### src/rtl/alu_op_sequencer_pkg.sv
// Shared constants for the ALU operand/opcode sequencer: ALU operation codes,
// instruction opcode/funct encodings, datapath widths and the FSM state type.
package alu_op_sequencer_pkg;

  localparam int DATA_W = 32;
  localparam int OPRN_W = 6;

  localparam logic [OPRN_W-1:0] OPRN_NOP = 6'h00;
  localparam logic [OPRN_W-1:0] OPRN_ADD = 6'h01;
  localparam logic [OPRN_W-1:0] OPRN_SUB = 6'h02;
  localparam logic [OPRN_W-1:0] OPRN_MUL = 6'h03;
  localparam logic [OPRN_W-1:0] OPRN_SHR = 6'h04;
  localparam logic [OPRN_W-1:0] OPRN_SHL = 6'h05;
  localparam logic [OPRN_W-1:0] OPRN_AND = 6'h06;
  localparam logic [OPRN_W-1:0] OPRN_OR  = 6'h07;
  localparam logic [OPRN_W-1:0] OPRN_NOR = 6'h08;
  localparam logic [OPRN_W-1:0] OPRN_SLT = 6'h09;

  localparam logic [5:0] OPC_RTYPE = 6'h00;
  localparam logic [5:0] OPC_BEQ   = 6'h04;
  localparam logic [5:0] OPC_BNE   = 6'h05;
  localparam logic [5:0] OPC_ADDI  = 6'h08;
  localparam logic [5:0] OPC_SLTI  = 6'h0A;
  localparam logic [5:0] OPC_ANDI  = 6'h0C;
  localparam logic [5:0] OPC_ORI   = 6'h0D;
  localparam logic [5:0] OPC_LUI   = 6'h0F;
  localparam logic [5:0] OPC_MULI  = 6'h1D;
  localparam logic [5:0] OPC_LW    = 6'h23;
  localparam logic [5:0] OPC_SW    = 6'h2B;

  localparam logic [5:0] FN_SLL = 6'h00;
  localparam logic [5:0] FN_SRL = 6'h02;
  localparam logic [5:0] FN_ADD = 6'h20;
  localparam logic [5:0] FN_SUB = 6'h22;
  localparam logic [5:0] FN_AND = 6'h24;
  localparam logic [5:0] FN_OR  = 6'h25;
  localparam logic [5:0] FN_NOR = 6'h27;
  localparam logic [5:0] FN_SLT = 6'h2A;
  localparam logic [5:0] FN_MUL = 6'h2C;

  typedef enum logic [1:0] {
    ST_IDLE  = 2'd0,
    ST_DRIVE = 2'd1,
    ST_RESP  = 2'd2
  } seq_state_t;

  function automatic logic signed [DATA_W-1:0] sext_imm(input logic [15:0] imm);
    logic signed [15:0] imm_s;
    imm_s = $signed(imm);
    return DATA_W'(imm_s);
  endfunction

endpackage

### src/rtl/alu_op_sequencer_decode.sv
// Combinational instruction decode: opcode/funct/immediate to ALU operation
// code and operand pair, flagging encodings the ALU interface does not serve.
module alu_op_decode
  import alu_op_sequencer_pkg::*;
(
  input  logic [5:0]        opcode,
  input  logic [5:0]        funct,
  input  logic [4:0]        shamt,
  input  logic [15:0]       imm,
  input  logic [DATA_W-1:0] rs_data,
  input  logic [DATA_W-1:0] rt_data,
  output logic [OPRN_W-1:0] oprn,
  output logic [DATA_W-1:0] op1,
  output logic [DATA_W-1:0] op2,
  output logic              illegal
);

  logic [DATA_W-1:0] imm_sx;
  logic [DATA_W-1:0] imm_zx;
  logic [DATA_W-1:0] shamt_zx;

  assign imm_sx   = sext_imm(imm);
  assign imm_zx   = {16'b0, imm};
  assign shamt_zx = {27'b0, shamt};

  always_comb begin
    oprn    = OPRN_NOP;
    op1     = rs_data;
    op2     = rt_data;
    illegal = 1'b0;
    case (opcode)
      OPC_RTYPE: begin
        case (funct)
          FN_ADD: oprn = OPRN_ADD;
          FN_SUB: oprn = OPRN_SUB;
          FN_MUL: oprn = OPRN_MUL;
          FN_AND: oprn = OPRN_AND;
          FN_OR:  oprn = OPRN_OR;
          FN_NOR: oprn = OPRN_NOR;
          FN_SLT: oprn = OPRN_SLT;
          // Shifts operate on rt, with the shift distance taken from shamt.
          FN_SRL: begin oprn = OPRN_SHR; op1 = rt_data; op2 = shamt_zx; end
          FN_SLL: begin oprn = OPRN_SHL; op1 = rt_data; op2 = shamt_zx; end
          default: illegal = 1'b1;
        endcase
      end
      OPC_ADDI, OPC_LW, OPC_SW: begin oprn = OPRN_ADD; op2 = imm_sx; end
      OPC_MULI: begin oprn = OPRN_MUL; op2 = imm_sx; end
      OPC_SLTI: begin oprn = OPRN_SLT; op2 = imm_sx; end
      OPC_ANDI: begin oprn = OPRN_AND; op2 = imm_zx; end
      OPC_ORI:  begin oprn = OPRN_OR;  op2 = imm_zx; end
      // lui is realised as imm << 16 on the shifter.
      OPC_LUI:  begin oprn = OPRN_SHL; op1 = imm_zx; op2 = 32'd16; end
      OPC_BEQ, OPC_BNE: oprn = OPRN_SUB;
      default: illegal = 1'b1;
    endcase
    if (illegal) begin
      op1 = '0;
      op2 = '0;
    end
  end

endmodule

### src/rtl/alu_op_sequencer.sv
// Initiator side of the ALU interface: accepts a decoded instruction, holds
// operands on the combinational ALU for a settle time, returns OUT/ZERO.
module alu_op_sequencer
  import alu_op_sequencer_pkg::*;
#(
  parameter int SETTLE_CYCLES = 1,
  parameter int CNT_W         = 4
) (
  input  logic        CLK,
  input  logic        RST,
  input  logic        REQ_VALID,
  output logic        REQ_READY,
  input  logic [5:0]  REQ_OPCODE,
  input  logic [5:0]  REQ_FUNCT,
  input  logic [4:0]  REQ_SHAMT,
  input  logic [15:0] REQ_IMM,
  input  logic [31:0] REQ_RS_DATA,
  input  logic [31:0] REQ_RT_DATA,
  output logic [31:0] ALU_OP1,
  output logic [31:0] ALU_OP2,
  output logic [5:0]  ALU_OPRN,
  input  logic [31:0] ALU_OUT,
  input  logic        ALU_ZERO,
  output logic        RSP_VALID,
  input  logic        RSP_READY,
  output logic [31:0] RSP_RESULT,
  output logic        RSP_ZERO,
  output logic        RSP_ILLEGAL
);

  localparam logic [CNT_W-1:0] CNT_LOAD = CNT_W'(SETTLE_CYCLES - 1);

  seq_state_t        state, state_nxt;
  logic [CNT_W-1:0]  cnt, cnt_nxt;
  logic              req_ready_nxt, rsp_valid_nxt, rsp_zero_nxt, rsp_illegal_nxt;
  logic [31:0]       op1_nxt, op2_nxt, rsp_result_nxt;
  logic [5:0]        oprn_nxt;

  logic [OPRN_W-1:0] dec_oprn;
  logic [DATA_W-1:0] dec_op1, dec_op2;
  logic              dec_illegal;

  alu_op_decode u_decode (
    .opcode  (REQ_OPCODE),
    .funct   (REQ_FUNCT),
    .shamt   (REQ_SHAMT),
    .imm     (REQ_IMM),
    .rs_data (REQ_RS_DATA),
    .rt_data (REQ_RT_DATA),
    .oprn    (dec_oprn),
    .op1     (dec_op1),
    .op2     (dec_op2),
    .illegal (dec_illegal)
  );

  always_comb begin
    state_nxt       = state;
    cnt_nxt         = cnt;
    req_ready_nxt   = REQ_READY;
    rsp_valid_nxt   = RSP_VALID;
    rsp_result_nxt  = RSP_RESULT;
    rsp_zero_nxt    = RSP_ZERO;
    rsp_illegal_nxt = RSP_ILLEGAL;
    op1_nxt         = ALU_OP1;
    op2_nxt         = ALU_OP2;
    oprn_nxt        = ALU_OPRN;
    case (state)
      ST_IDLE: begin
        if (REQ_VALID) begin
          req_ready_nxt = 1'b0;
          if (dec_illegal) begin
            rsp_illegal_nxt = 1'b1;
            rsp_result_nxt  = '0;
            rsp_zero_nxt    = 1'b0;
            rsp_valid_nxt   = 1'b1;
            state_nxt       = ST_RESP;
          end else begin
            op1_nxt   = dec_op1;
            op2_nxt   = dec_op2;
            oprn_nxt  = dec_oprn;
            cnt_nxt   = CNT_LOAD;
            state_nxt = ST_DRIVE;
          end
        end
      end
      ST_DRIVE: begin
        if (cnt == '0) begin
          rsp_result_nxt = ALU_OUT;
          rsp_zero_nxt   = ALU_ZERO;
          rsp_valid_nxt  = 1'b1;
          state_nxt      = ST_RESP;
        end else begin
          cnt_nxt = cnt - CNT_W'(1);
        end
      end
      ST_RESP: begin
        // REQ_READY rises only after the acceptance edge, so no back-to-back accept.
        if (RSP_READY) begin
          rsp_valid_nxt   = 1'b0;
          rsp_illegal_nxt = 1'b0;
          oprn_nxt        = OPRN_NOP;
          req_ready_nxt   = 1'b1;
          state_nxt       = ST_IDLE;
        end
      end
      default: state_nxt = ST_IDLE;
    endcase
  end

  always_ff @(posedge CLK) begin
    if (RST) begin
      state       <= ST_IDLE;
      cnt         <= '0;
      REQ_READY   <= 1'b1;
      RSP_VALID   <= 1'b0;
      RSP_RESULT  <= '0;
      RSP_ZERO    <= 1'b0;
      RSP_ILLEGAL <= 1'b0;
      ALU_OP1     <= '0;
      ALU_OP2     <= '0;
      ALU_OPRN    <= OPRN_NOP;
    end else begin
      state       <= state_nxt;
      cnt         <= cnt_nxt;
      REQ_READY   <= req_ready_nxt;
      RSP_VALID   <= rsp_valid_nxt;
      RSP_RESULT  <= rsp_result_nxt;
      RSP_ZERO    <= rsp_zero_nxt;
      RSP_ILLEGAL <= rsp_illegal_nxt;
      ALU_OP1     <= op1_nxt;
      ALU_OP2     <= op2_nxt;
      ALU_OPRN    <= oprn_nxt;
    end
  end

endmodule

### config.mk
export PLATFORM = sky130hd
export DESIGN_NAME = alu_op_sequencer
export DESIGN_NICKNAME = d
export VERILOG_FILES = /design/src/rtl/alu_op_sequencer_pkg.sv /design/src/rtl/alu_op_sequencer_decode.sv /design/src/rtl/alu_op_sequencer.sv
export SDC_FILE = /design/constraint.sdc
export NUM_CORES = 1
export LEC_CHECK = 0
export ABC_CLOCK_PERIOD_IN_PS = 6800
export BUFFER_PORTS_ARGS = -buffer_cell sky130_fd_sc_hd__buf_2
export CAP_MARGIN = 15
export CORE_ASPECT_RATIO = 0.75
export CORE_UTILIZATION = 50
export CTS_CLUSTER_SIZE = 40
export DETAILED_ROUTE_END_ITERATION = 7
export GPL_TIMING_DRIVEN = 0
export PLACE_DENSITY = 0.83
export SYNTH_ARGS = -nofsm -noshare
export SYNTH_HDL_FRONTEND = slang
export SYNTH_SLANG_ARGS = --single-unit
export TNS_END_PERCENT = 1
### constraint.sdc
create_clock -name CLK -period 6.8 [get_ports CLK]
set_clock_uncertainty 0.2 [all_clocks]
set_input_delay 1.36 -clock CLK [delete_from_list [all_inputs] [get_ports CLK]]
set_output_delay 1.36 -clock CLK [all_outputs]
set_load 0.005 [all_outputs]
Word level (Yosys, flattened, before mapping). Index checks and enable logic that the tools add are counted.

Bits in latches: 0. Bits in registers: 112. Input bits: 134. Memory bits (read-only): 0. Memories kept: 0. Bits in writable memories: 0.

Eq/ne operators: 26. Bitwise logic cells: 1. Magnitude comparators: 0. Shift operators: 0. Reductions and logical operators: 22. Multiplexer cells: 38. Divide/modulo/power cells: 0. $mul: 0. Add/sub/neg operators: 1.

Operators by type and width (number): two-way mux 32 bit (5); case mux 32 bit (2 select lines) (2); case mux 32 bit (4 select lines) (1); equality test 6 bit (second input constant) (9); case mux 6 bit (8 select lines) (1); case mux 4 bit (9 select lines) (1); equality test 6 x 4 -> 1 bit (second input constant) (5); two-way mux 6 bit (3); AND reduction 4 bit (4); equality test 6 x 3 -> 1 bit (second input constant) (2); logical NOT 6 bit (2); two-way mux 4 bit (3); inequality test 2 bit (second input constant) (6); case mux 6 bit (2 select lines) (1); two-way mux 1 bit (10); OR reduction 10 bit (1); AND reduction 3 bit (3); OR reduction 9 bit (1); two-way mux 2 bit (4); case mux 1 bit (2 select lines) (4); case mux 4 bit (2 select lines) (1); equality test 6 x 2 -> 1 bit (second input constant) (1); equality test 6 x 5 -> 1 bit (second input constant) (1); case mux 2 bit (3 select lines) (1); 13 further kinds (16).

Longest topological paths before layout. Gate-level depths: netlist of run 1.

Depth in word-level cells: 7. Mapped depth: 9.

Cells and area by module. Synthesis of run 1 repeated with hierarchy kept, for this count alone.

Cell total of the unflattened synthesis: 811. Area, all modules: 5975.7 µm².

Modules (own cells, without submodules): alu_op_sequencer (area each 4322.9 µm², cells each 538, times used 1, seq. area each 2242.2 µm²); alu_op_decode (area each 1652.8 µm², cells each 273, times used 1, seq. area each 0.0 µm²).

Least setup slack after synthesis of run 1. Ideal clock, no wire load.

Kind: input to register. From: input REQ_FUNCT[0]. To: register ALU_OP2[2]. Data arrival time: 2.953 ns. Path slack: 3.505 ns. Path buffers: 2. Stages on the path: 7. Data required time: 6.458 ns. Cell sequence: buf_2 or4_1 nor2_1 o211ai_1 clkbuf_1 a222oi_1 a211oi_2.

Cells in the longest elaborated chain, start to end: 6.

Ends and longest elaborated chain: start, declared (RTL line alu_op_sequencer.sv:14) `input logic [5:0] REQ_FUNCT,`; equality test 6 bit (tied with other cells) (RTL line alu_op_sequencer_decode.sv:33) `case (funct)`; OR reduction 9 bit (no source line); two-way mux 1 bit (RTL line alu_op_sequencer_decode.sv:33); case mux 1 bit (2 select lines) (RTL line alu_op_sequencer_decode.sv:31) `case (opcode)`; NOT 1 bit (no source line); AND reduction 3 bit (no source line); end signal, assigned (RTL line alu_op_sequencer.sv:131) `ALU_OP2 <= op2_nxt;`; end, declared (RTL line alu_op_sequencer.sv:20) `output logic [31:0] ALU_OP2,`.

Several ways; a longest one is shown, not always the timed one. A chain may end at the register's enable or synchronous reset.

Worst setup path in the final report of run 1.
From: input REQ_OPCODE[0]. To: register ALU_OP1[11].

Cells in the longest elaborated chain, start to end: 5.

Ends and longest elaborated chain: start, declared (RTL line alu_op_sequencer.sv:13) `input logic [5:0] REQ_OPCODE,`; equality test 6 x 4 -> 1 bit (tied with other cells) (RTL line alu_op_sequencer_decode.sv:31); OR reduction 10 bit (no source line); case mux 1 bit (2 select lines) (RTL line alu_op_sequencer_decode.sv:31); NOT 1 bit (no source line); AND reduction 3 bit (no source line); end signal, assigned (RTL line alu_op_sequencer.sv:130) `ALU_OP1 <= op1_nxt;`; end, declared (RTL line alu_op_sequencer.sv:19) `output logic [31:0] ALU_OP1,`.

Several ways; a longest one is shown, not always the timed one.

==> flow_summary.toml, run 1 <==
[clocking]
cts_sinks = 110
ctsHoldBuffers = 0
post_cts_buffers = 0
cts_buffer_depth = 2
ctsResizeCount = 0
tritoncts = "done"
clk_pin_slew_ps = 70
clkLatencyLatePin_ps = 340
h-tree-depth = 3
cts_root_buf = "clkbuf_16"
cts_buffers = 9

[logic_synthesis]
synth_top_area_cell = "dfxtp_1"
avgSynthCellArea_sq_um = 9.480
yosysWarningCount = 0
netlist.area_leader.share = 0.4350
synth_cells = 534
synth_top_flop_cell = "dfxtp_1"
yosysSeqAreaShare = 0.4350
synthArstFlopShare = 0
ys_ff_latch = 110
synth_area_leaders = "dfxtp_1 (43%), a22o_1 (5.9%), a311oi_2 (5.0%), nor2_1 (5.0%), a211oi_2 (4.9%)"
synth.cell_area_sq_mm = 0.005062
yosysUniqueCellTypes = 57
synth-edff-count = 0

[global_routing]
grt.overflow.total = 0
grt_usage = 0.2950
first_global_vias = 4928
met3_usage = 0.08355
use_met1 = 0.3554
grt_pass1_wl_mm = 24.47
grtUsageMet2 = 0.5182
grt_max_degree = 18
top_usage_layer = "met2"
antenna_found_initial = 0

[placement]
post-place-ws_ps = 2948
gp_congestion = 0.8367
numPortBuffers = 236
place_hpwl_mm = 12.18

[pwr]
p_int_w = 0.001035
pwr-share-seq = 0.484
clkPwrFrac = 0.352
leakagePower_nw = 2.979
sw_frac_of_total = 0.2705
vdd_ir_drop_max_mv = 0.1120
p_sw_w = 0.0003839
combPwrFrac = 0.164
power.density_mw_per_mm2 = 212.2

[run_status]
outcome = "complete, no violations"

[floorplanning]
pin_count = 240
die_h_um = 89.14
row_count = 31
coreArea_sq_mm = 0.009736
initial_core_util = 0.5200
die_x_um = 118.2
die-area_sq_mm = 0.01054

[worst_setup_path]
rrSetupSlack_ps = 4480
r2r-end = "RSP_RESULT[26]$_SDFFE_PP0P_"
required_ps = 6800
critPathKind = "input pin to register"
cp-end-kind = "register"
critPathSlowestCell = "nor4_2"
cp.arrival_ps = 3540
worstPathMaxFanout = 10
critPathLaunchType = "input pin"
rr_worst_depth = 7
worstPathCellList = "buf_2 -> buf_2 -> nand2_1 -> nor4_2 -> nor2_1 -> clkbuf_1 -> nand2_1 -> a311oi_2"
r2r-start = "cnt[0]$_SDFFE_PP0P_"
max_stage_delay_ps = 800

[layout]
final_nets = 918
antenna_cells = 0
syn_to_final_growth_pct = 32.13
drive_above_1_share = 0.4155

[sta]
setup_ws_ps = 3255
slew_headroom = 0.3631
fmax_mhz = 282.1
finalCritPeriodShare = 0.5213
rsz0062_at_grt = "no"
hold_violations = 0
layout_min_cycle_time_ps = 3545
drv_slew = 0
setup_viol = 0
setup_tns_ps = 0
worst-slew-pin-transition_ps = 947.5

[route]
routed_via_density = 5.677
first_pass_iters = 5
vias = 5217
drt_iter0_drc = 387
wl_mm = 15.93
drcViolationCount = 0
avgRoutedWirePerCell_um = 17.33
antenna_left = 0

[min_path]
hold_path_depth = 1
hold_start = "ALU_OP2[8]$_SDFFE_PP0P_"
hold_class = "register to register"
holdPathEnd = "ALU_OP2[8]$_SDFFE_PP0P_"

[run]
drv_cap = 0
## flip-flops by register name (all words and copies together) (netlist names)
signal	cells
REQ_READY	1
RSP_ZERO	1
ALU_OP1	32
RSP_ILLEGAL	1
ALU_OPRN	4
ALU_OP2	32
RSP_RESULT	32
cnt	4
RSP_VALID	1
state	2
## how the worst max path moves through the flow
stage / from / endpoint
2_1_floorplan: REQ_FUNCT[0] / ALU_OP2[2]$_SDFFE_PP0P_
3_3_place_gp: REQ_OPCODE[0] / ALU_OP2[2]$_SDFFE_PP0P_
3_5_place_dp: REQ_OPCODE[0] / ALU_OP1[11]$_SDFFE_PP0P_
4_1_cts: REQ_OPCODE[0] / ALU_OP1[11]$_SDFFE_PP0P_
5_1_grt: REQ_OPCODE[2] / ALU_OP1[7]$_SDFFE_PP0P_
6_report: REQ_OPCODE[0] / ALU_OP1[11]$_SDFFE_PP0P_
## power groups by stage
| stage | Combinational (W) | Clock (W) | Sequential (W) |
|---|---|---|---|
| 2_1_floorplan | 0.000123 | 0 | 0.000703 |
| 3_3_place_gp | 0.000222 | 0 | 0.000700 |
| 3_5_place_dp | 0.000230 | 0 | 0.000701 |
| 4_1_cts | 0.000232 | 0.000503 | 0.000686 |
| 5_1_grt | 0.000254 | 0.000529 | 0.000690 |
| 6_report | 0.000233 | 0.000500 | 0.000687 |
## cell type report
cell class / count / area, sq um
Multi-Input combinational cell: 373 / 2586
Inverter: 5 / 18.77
Timing Repair Buffer: 236 / 1181
Fill cell: 795 / 3047
Clock inverter: 4 / 30.03
Buffer: 47 / 259.0
Clock buffer: 12 / 246.5
Sequential cell: 110 / 2202
Tap cell: 132 / 165.2
## critical path, delay by kind of cell
kind / cells / cell delay [ps]
AND/OR/NAND/NOR: 4 / 1420
buffers and inverters: 3 / 660
AO/OA/AOI/OAI: 1 / 100
## through the flow
| stage | utilization | total power (W) | cell area (sq um) | instances | hold WS (ps) |
|---|---|---|---|---|---|
| after floorplan | - | 0.0008252 | 5066 | 535 | 255.8 |
| after global placement | 0.6587 | 0.0009221 | 6412 | 903 | 241.8 |
| after detailed placement | 0.6587 | 0.0009311 | 6412 | 903 | 241.4 |
| after CTS | 0.6871 | 0.001421 | 6689 | 919 | 266.5 |
| after global routing | 0.6871 | 0.001473 | 6689 | 919 | 286.0 |
| final | 0.6871 | 0.001419 | 6689 | 919 | 262.1 |
## per-layer routing
metal  up-vias  part of all wire
met3        28             0.078
li1       2512                 -
met5         -                 0
met1      2449              0.42
met4         0             0.018
met2       228              0.48
## synthesized netlist by cell type, drive strengths merged, types with 2 or more instances
library cell	instances
o21a	2
nand3	7
o2bb2ai	11
ha	2
nor2	67
a21oi	40
or4	3
dfxtp	110
a311oi	17
inv	5
xor2	2
a22o	34
nand2	29
nor2b	4
nand3b	3
o21ai	8
or3	2
and2	2
and3	16
o211ai	3
nor3	25
buf	29
nand2b	7
a211oi	26
a222oi	4
a22oi	27
clkbuf	18
o31ai	5
nor4	3
a31oi	3
a2111oi	3
## layout by cell type, fill, tap and decap left out, drive strengths merged, types with 3 or more instances in the layout
cell type,synthesis,routed
nor3,25,25
nand3,7,7
a2111oi,3,3
a22o,34,34
nor4,3,3
nor2,67,67
and3,16,16
nor2b,4,4
inv,5,6
nand2,29,29
nand2b,7,7
dfxtp,110,110
clkbuf,18,30
a31oi,3,3
o31ai,5,5
a211oi,26,26
o211ai,3,3
o21ai,8,8
nand3b,3,3
o2bb2ai,11,11
buf,29,265
a21oi,40,40
a22oi,27,27
a222oi,4,4
or4,3,3
a311oi,17,17
## kinds of logic after synthesis
logic type	synth area share
fa+ha+maj	0.004942
simple gates	0.1728
xor+xnor	0.005191
compound gates	0.3245
buf+inv	0.05487
other cells	0.0007408
mux	0.001977
flops	0.4350
No activity file was read; power rests on OpenSTA's default activity.
==> run 2: changes to the inputs <==
--- a/config.mk
+++ b/config.mk
@@ -5,15 +5,15 @@
 export SDC_FILE = /design/constraint.sdc
 export NUM_CORES = 1
 export LEC_CHECK = 0
-export ABC_CLOCK_PERIOD_IN_PS = 6800
+export ABC_CLOCK_PERIOD_IN_PS = 3000
 export BUFFER_PORTS_ARGS = -buffer_cell sky130_fd_sc_hd__buf_2
 export CAP_MARGIN = 15
 export CORE_ASPECT_RATIO = 0.75
-export CORE_UTILIZATION = 50
+export CORE_UTILIZATION = 42
 export CTS_CLUSTER_SIZE = 40
 export DETAILED_ROUTE_END_ITERATION = 7
 export GPL_TIMING_DRIVEN = 0
-export PLACE_DENSITY = 0.83
+export PLACE_DENSITY = 0.74
 export SYNTH_ARGS = -nofsm -noshare
 export SYNTH_HDL_FRONTEND = slang
 export SYNTH_SLANG_ARGS = --single-unit
==> constraint.sdc (replaced) <==
create_clock -name CLK -period 3 [get_ports CLK]
set_clock_uncertainty 0.2 [all_clocks]
set_input_delay 0.6 -clock CLK [delete_from_list [all_inputs] [get_ports CLK]]
set_output_delay 0.6 -clock CLK [all_outputs]
set_load 0.005 [all_outputs]
==> run 2 against run 1 <==
First-iteration DRC count down 38%. Hold slack better by 0.81 ps. Critical path depth down 1. Design area up 0.80%. Clock power up 130%. Flip-flop and latch count unchanged. Global-route usage down 4.0 points. Wire length up 1.8%. Critical path type unchanged. Largest cell class unchanged. Via count down 0.42%. Critical endpoint is now ALU_OP2[3]$_SDFFE_PP0P_.
==> flow_summary.toml, run 2 (synthesized netlist as in run 1, its figures left out) <==
[worst_setup_path]
worstPathCellList = "buf_2 -> or4_1 -> nor2_1 -> o211ai_1 -> clkbuf_1 -> a222oi_1 -> a211oi_2"
critPathKind = "input pin to register"
max_stage_delay_ps = 560
critPathSlowestCell = "or4_1"
cp.arrival_ps = 2710
path_buf_inv = 2
required_ps = 3000
worstPathMaxFanout = 10
cp-end-kind = "register"
crit_family = "compound AO/OA/AOI/OAI gates"
critPathLaunchType = "input pin"

[pwr]
leakagePower_nw = 2.991
power.density_mw_per_mm2 = 482.1
vdd_ir_drop_max_mv = 0.3103

[route]
drcViolationCount = 0
vias = 5195
routed_via_density = 5.474
first_pass_iters = 7
wl_mm = 16.21
antenna_left = 0
drt_iter0_drc = 239
avgRoutedWirePerCell_um = 17.08

[global_routing]
grt_pass1_wl_mm = 24.78
grt_usage = 0.2546
first_global_vias = 4946
grt.overflow.total = 0
grt_max_degree = 21
antenna_found_initial = 0

[run]
drv_cap = 0

[clocking]
cts_root_buf = "clkbuf_16"
clk_pin_slew_ps = 80
ctsResizeCount = 0
cts_sinks = 110
cts_buffers = 9
h-tree-depth = 3
cts_buffer_depth = 2
clkLatencyLatePin_ps = 350
tritoncts = "done"
post_cts_buffers = 0
ctsHoldBuffers = 0

[sta]
drv_slew = 0
rsz0062_at_grt = "no"
holdWs_ps = 262.9
worst-slew-pin-transition_ps = 895.6
setup_viol = 0
slew_headroom = 0.3980
layout_min_cycle_time_ps = 2707
fmax_mhz = 369.4
hold_violations = 0
finalCritPeriodShare = 0.9024

[placement]
place_area_sq_mm = 0.006450
numPortBuffers = 236
place_hpwl_mm = 12.82
gp_congestion = 0.8884

[floorplanning]
die_h_um = 97.08
initial_core_util = 0.4343
die-area_sq_mm = 0.01250
coreArea_sq_mm = 0.01166
pin_count = 240
row_count = 34
die_x_um = 128.8

[layout]
antenna_cells = 0
layout_common_cells = "buf_2 (251), dfxtp_1 (110), nor2_1 (67)"
final_nets = 918
final_common_cell = "buf_2"
drive_above_1_share = 0.4180
reg_top3 = "ALU_OP1 x32, ALU_OP2 x32, RSP_RESULT x32"
final_area_sq_mm = 0.006743
syn_to_final_growth_pct = 33.19

[min_path]
hold_class = "register to register"

[run_status]
outcome = "complete, no violations"
## run 2: path summary, 6_finish.rpt
check	startpoint	end	slack (ps)	cells after the start
max	REQ_FUNCT[0]	ALU_OP2[3]$_SDFFE_PP0P_	290	7
max reg2reg	cnt[0]$_SDFFE_PP0P_	RSP_RESULT[5]$_SDFFE_PP0P_	680	7
min	ALU_OP2[6]$_SDFFE_PP0P_	ALU_OP2[6]$_SDFFE_PP0P_	260	1
min reg2reg	ALU_OP2[6]$_SDFFE_PP0P_	ALU_OP2[6]$_SDFFE_PP0P_	260	1
## run 2: final cells by class
cell class / count / area, sq um
plain buffers: 47 / 259.0
clock buffers: 9 / 225.2
clock inverters: 7 / 67.56
fillers: 1102 / 4913
inverters: 5 / 18.77
multi-input cells: 373 / 2586
flip-flops and latches: 110 / 2202
well taps: 162 / 202.7
repair buffers: 236 / 1181
## run 2: through the flow
step / total power [W] / util / TNS, ps / std cells / setup WS [ps]
after floorplan: 0.001870 / - / 0 / 535 / 465.2
after global placement: 0.002101 / 0.5533 / 0 / 933 / 3.543
after detailed placement: 0.002117 / 0.5533 / -157.0 / 933 / -22.24
after CTS: 0.003277 / 0.5785 / 0 / 949 / 301.8
after global routing: 0.003386 / 0.5785 / 0 / 949 / 106.3
final: 0.003251 / 0.5785 / 0 / 949 / 292.8
## run 2: power by group
group | switching, W | internal, W | leakage [nW]
clock | 0.000580 | 0.000585 | 0.145
sequential | 0.0000330 | 0.00152 | 0.893
combinational | 0.000298 | 0.000233 | 1.95
total | 0.000911 | 0.00234 | 2.99
## run 2: metal layers
layer	vias up	global-route usage	part of all wire
met4	0	0.04887	0.0089
met5	-	0	0
li1	2516	-	-
met2	232	0.4320	0.48
met3	12	0.08095	0.090
met1	2435	0.3161	0.43
## run 2: worst reg2reg max path: cells and delay by family, from the launching register on
family	cells	cell delay, ps
adder cells (fa/ha/maj)	1	140
flip-flops	1	340
AND/OR/NAND/NOR	3	850
buffers and inverters	2	500
AO/OA/AOI/OAI	1	230
